--- src/rtl/timer_pkg.sv ---
// Shared types and default moduli for the up-counting hours/minutes/seconds timer.
// Contents:
//   DW_D       default time-field width
//   field_t    one time field at the default width
//   *_MOD_D    default moduli for seconds, minutes and hours
package timer_pkg;

    localparam int DW_D      = 8;
    localparam int SEC_MOD_D = 60;
    localparam int MIN_MOD_D = 60;
    localparam int HRS_MOD_D = 24;

    typedef logic [DW_D-1:0] field_t;

endpackage

--- src/rtl/counter_up_mod.sv ---
// One modulo-MOD up-counting field with synchronous load.
// Ports:
//   clk     system clock
//   rst     asynchronous active-high reset, clears q
//   inc     advance q by one this edge (wraps MOD-1 -> 0)
//   ld      load ld_val this edge (has priority over inc)
//   ld_val  load value; values >= MOD load 0
//   q       current count, registered, always within 0..MOD-1
//   tc      combinational carry out: inc while q == MOD-1
module counter_up_mod #(
    parameter int dw  = 8,
    parameter int MOD = 60
) (
    input  logic          clk,
    input  logic          rst,
    input  logic          inc,
    input  logic          ld,
    input  logic [dw-1:0] ld_val,
    output logic [dw-1:0] q,
    output logic          tc
);

    localparam logic [dw-1:0] LAST = dw'(MOD - 1);
    localparam logic [dw-1:0] LIM  = dw'(MOD);

    logic at_last;

    // Terminal compare instead of overflow detection keeps q inside 0..MOD-1.
    assign at_last = (q == LAST);
    assign tc      = inc & at_last;

    always_ff @(posedge clk or posedge rst) begin
        if (rst) begin
            q <= '0;
        end else if (ld) begin
            q <= (ld_val >= LIM) ? '0 : ld_val;
        end else if (inc) begin
            q <= at_last ? '0 : q + dw'(1);
        end
    end

endmodule

--- src/rtl/timer_up_hms.sv ---
// Elapsed-time keeper: seconds -> minutes -> hours, each a modulo field with
// ripple carry resolved in a single edge. Driven by a 1 Hz ena tick.
// Optional feature: define TIMER_UP_ALARM_EN to enable the hour/minute alarm;
// otherwise alarm is tied low and the alm_* inputs are ignored.
// Ports:
//   clk, reset                    clock; asynchronous active-high reset
//   ena                           advance seconds by one
//   set_min, set_hrs              bump minutes/hours by one, no carry out
//   ld, ld_sec, ld_min, ld_hrs    synchronous load of all three fields
//   alm_arm, alm_min, alm_hrs     alarm arm and match time
//   sec, min, hrs                 registered time fields
//   day_wrap                      one-cycle pulse after 23:59:59 -> 00:00:00
//   alarm                         registered alarm match
module timer_up_hms
    import timer_pkg::*;
#(
    parameter int dw      = DW_D,
    parameter int SEC_MOD = SEC_MOD_D,
    parameter int MIN_MOD = MIN_MOD_D,
    parameter int HRS_MOD = HRS_MOD_D
) (
    input  logic          clk,
    input  logic          reset,
    input  logic          ena,
    input  logic          set_min,
    input  logic          set_hrs,
    input  logic          ld,
    input  logic [dw-1:0] ld_sec,
    input  logic [dw-1:0] ld_min,
    input  logic [dw-1:0] ld_hrs,
    input  logic          alm_arm,
    input  logic [dw-1:0] alm_min,
    input  logic [dw-1:0] alm_hrs,
    output logic [dw-1:0] sec,
    output logic [dw-1:0] min,
    output logic [dw-1:0] hrs,
    output logic          day_wrap,
    output logic          alarm
);

    logic set_any;
    logic sec_inc, min_inc, hrs_inc;
    logic sec_tc, min_tc, hrs_tc;
    logic wrap_c;

    assign set_any = set_min | set_hrs;

    // Priority ld > set > ena is applied to the increments so that carries
    // never leak out of a set or load edge.
    assign sec_inc = ena & ~set_any & ~ld;
    assign min_inc = ~ld & (set_any ? set_min : sec_tc);
    assign hrs_inc = ~ld & (set_any ? set_hrs : min_tc);
    assign wrap_c  = hrs_tc & ~set_any;

    counter_up_mod #(.dw(dw), .MOD(SEC_MOD)) u_sec (
        .clk    (clk),
        .rst    (reset),
        .inc    (sec_inc),
        .ld     (ld),
        .ld_val (ld_sec),
        .q      (sec),
        .tc     (sec_tc)
    );

    counter_up_mod #(.dw(dw), .MOD(MIN_MOD)) u_min (
        .clk    (clk),
        .rst    (reset),
        .inc    (min_inc),
        .ld     (ld),
        .ld_val (ld_min),
        .q      (min),
        .tc     (min_tc)
    );

    counter_up_mod #(.dw(dw), .MOD(HRS_MOD)) u_hrs (
        .clk    (clk),
        .rst    (reset),
        .inc    (hrs_inc),
        .ld     (ld),
        .ld_val (ld_hrs),
        .q      (hrs),
        .tc     (hrs_tc)
    );

    always_ff @(posedge clk or posedge reset) begin
        if (reset) begin
            day_wrap <= 1'b0;
        end else begin
            day_wrap <= wrap_c;
        end
    end

`ifdef TIMER_UP_ALARM_EN
    // Compares the registered fields, so alarm follows the displayed time by one cycle.
    always_ff @(posedge clk or posedge reset) begin
        if (reset) begin
            alarm <= 1'b0;
        end else begin
            alarm <= alm_arm & (min == alm_min) & (hrs == alm_hrs);
        end
    end
`else
    logic unused_alm;

    assign unused_alm = ^{alm_arm, alm_min, alm_hrs};
    assign alarm      = 1'b0;
`endif

endmodule
--- config.mk ---
export PLATFORM = sky130hd
export DESIGN_NAME = timer_up_hms
export DESIGN_NICKNAME = d
export VERILOG_FILES = /design/src/rtl/timer_pkg.sv /design/src/rtl/counter_up_mod.sv /design/src/rtl/timer_up_hms.sv
export SDC_FILE = /design/constraint.sdc
export NUM_CORES = 1
export LEC_CHECK = 0
export ABC_AREA = 0
export CORE_ASPECT_RATIO = 0.7
export CORE_UTILIZATION = 40
export CTS_CLUSTER_SIZE = 12
export DETAILED_ROUTE_END_ITERATION = 8
export GPL_TIMING_DRIVEN = 0
export PLACE_DENSITY = 0.89
export SKIP_CTS_REPAIR_TIMING = 1
export SLEW_MARGIN = 30
export SYNTH_ARGS = -nofsm -noshare
export SYNTH_HDL_FRONTEND = slang
export SYNTH_SLANG_ARGS = --single-unit
export TNS_END_PERCENT = 10
--- constraint.sdc ---
create_clock -name clk -period 2.3 [get_ports clk]
set_input_delay 0.23 -clock clk [delete_from_list [all_inputs] [get_ports clk]]
set_output_delay 0.23 -clock clk [all_outputs]
set_load 0.03 [all_outputs]
==> results.json <==
{
  "yosysTopAreaCell": "dfrtp_1",
  "p_leak_uw": 0.0009042,
  "io_buffers": 54,
  "synth_area_sq_um": 1609,
  "reg2reg_from": "u_sec.q[0]",
  "powerDensity_nw_per_um2": 462.4,
  "clkTransAtPathRegs_ns": 0.09,
  "drt_iter0_drc": 95,
  "htreeDepth": 1,
  "clock_skew_ns": 0.009969,
  "synth_nets": 227,
  "worstMarginPinSlew_ns": 0.8219,
  "grt_pass1_wl_um": 6948,
  "post_drt_wl_per_cell_um": 14.59,
  "drtPass1Iterations": 4,
  "layout_commonest_cell": "clkdlybuf4s50_1",
  "synthTopCellsByArea": "dfrtp_1 39%, o21ai_0 5.3%, nor2_1 4.2%, nand2_1 3.5%, a221o_1 3.1%",
  "relSlewSlack_pct": 44.70,
  "hold_viol": 0,
  "crit_start": "ld",
  "fin_setup_tns_ns": 0,
  "yosysWarnings": 0,
  "min_path_type": "input pin to async pin",
  "status": "completed",
  "grt_max_degree": 26,
  "arrival_ns": 2.41,
  "antenna_found_initial": 0,
  "syn_avg_cell_area_sq_um": 9.091,
  "grt.overflow.total": 0,
  "core_sq_um": 3671,
  "startpoint_type": "input pin",
  "final_cells": 285,
  "clock_path_buffers": 2,
  "cts.sinks": 25,
  "gp_congestion": 0.8754,
  "synth-async-reset-ratio_pct": 100.0,
  "syn_to_final_growth_pct": 41.68,
  "post-route-drc-count": 0,
  "drive_gt1_share_pct": 8.936,
  "rsz0062_at_grt": "false",
  "insertion_delay_ns": 0.28,
  "hpwlAfterDp_um": 3145,
  "cts_tree": "done",
  "initial_utilization_pct": 43.83,
  "crit_fanout": 10,
  "vias": 1664,
  "synth-seq-area-share_pct": 38.88,
  "dieWidth_um": 77.81,
  "period_minus_slack_ns": 2.190,
  "fin_crit_sh_pct": 95.23,
  "synth_edf_count": 0,
  "fmax_mhz": 456.6,
  "nNetsFinal": 286,
  "grt_pass1_vias": 1453,
  "fp.dieArea_sq_um": 4284,
  "ios": 73,
  "rows": 18,
  "ys_types": 53,
  "max-cap-violations": 0,
  "slew_viol_final": 0,
  "crit_required_ns": 2.52,
  "die_h_um": 55.07,
  "n_antenna_cell": 0,
  "cts_buffers": 3,
  "p_total_uw": 1054,
  "fill_cells": 300,
  "synth-seq-cells": 25,
  "ir_drop_uv": 266.6,
  "place_area_sq_um": 2212,
  "ant_nets": 0,
  "critPathKind": "input pin to flop",
  "track_usage_pct": 21.26,
  "fin_worst_hold_slack_ns": 0.3109,
  "syn-instance-count": 177,
  "wl_um": 4159,
  "place_inst": 281,
  "most-common-layout-cells": "54 x clkdlybuf4s50_1, 25 x dfrtp_1, 18 x nor2_1, 17 x o21ai_0, 15 x nand2_1",
  "finish.instance_area_sq_um": 2280,
  "root_buffer": "clkbuf_8",
  "via_per_inst": 5.839,
  "synth_ff_type": "dfrtp_1",
  "finalSetupViolations": 0,
  "cp-end-kind": "flop",
  "synthDominantCellAreaShare_pct": 38.88
}
## flip-flops by register name, summed over array words and instances, names as in the netlist
name	count
u_hrs.q	8
day_wrap	1
u_sec.q	8
u_min.q	8
## path summary, 6_finish.rpt
| check | end | slack, ns | cells after the start |
|---|---|---|---|
| worst min register to register | u_sec.q[7] | 0.53 | 1 |
| min in group clk | u_sec.q[7] | 0.53 | 1 |
| worst max-delay path | u_sec.q[4] | 0.11 | 7 |
| worst min-delay path | u_min.q[3] | 0.31 | 2 |
| max in group asynchronous | u_sec.q[0] | 1.62 | 2 |
| worst max register to register | u_hrs.q[4] | 0.22 | 7 |
## critical path: stages
cell and delay [ns]:
clkdlybuf4s50_1 0.53, buf_2 0.25, inv_2 0.14, nor4_1 0.75, nand2_1 0.21, a21oi_1 0.18
o21a_1 0.12
## synthesized netlist by cell type, types with 2 or more instances
master    count
inv_1         3
o211ai_1      2
nor3b_1       3
and4_1        3
ha_1          3
nand3_1       9
and2_1        2
dfrtp_1      25
nor3_1        6
a221o_1       5
o21ai_0      17
a22oi_1       5
a21oi_1       6
xor2_1        2
a31oi_1       3
and3_1        4
nand2_1      15
o21a_1        2
nor3_2        2
nor2b_1       3
nor2_1       18
or3b_1        2
nand4_1       2
buf_2         2
a21o_1        2
o31ai_1       2
nor4_1        3
## kinds of logic after synthesis
logic type               after synthesis  synth area share (%)
AND/OR/NAND/NOR                       83                 30.33
AO/OA/AOI/OAI                         53                 23.64
flip-flops                            25                 38.88
buffers and inverters                  9                 2.955
XOR/XNOR                               3                 1.633
adder cells (fa/ha/maj)                3                 2.333
other                                  1                0.2331
## metrics by stage
step / worst slack [ns] / util, %
after global routing: 0.009011 / 62.10
after global placement: -0.1386 / 60.26
after floorplan: 0.1962 / -
final: 0.1097 / 62.10
after CTS: 0.05134 / 61.59
after detailed placement: -0.1653 / 60.26
## where the power goes
part	internal (uW)	leakage, uW	switching, uW
clock network	123	0.0000217	148
registers	465	0.000338	36.8
logic	135	0.000544	146
total	723	0.000904	331
## layout make-up
class                   count  area [sq um]  share of cell area [%]
inverters                   4         15.01                  0.6586
multi-input cells         143         954.7                   41.88
flip-flops and latches     25         625.6                   27.44
clock inverters             1         7.507                  0.3293
clock buffers               3         41.29                   1.811
well taps                  50         62.56                   2.744
plain buffers               5         32.53                   1.427
repair buffers             54         540.5                   23.71
## per-layer routing
metal	global-route usage, %	vias to the layer above	part of all wire [%]
met1	29.26	804	49
met4	5.660	0	0.60
li1	-	789	-
met5	0	-	0
met3	4.918	4	7.0
met2	34.07	67	44
(Power assumes the default switching activity.)
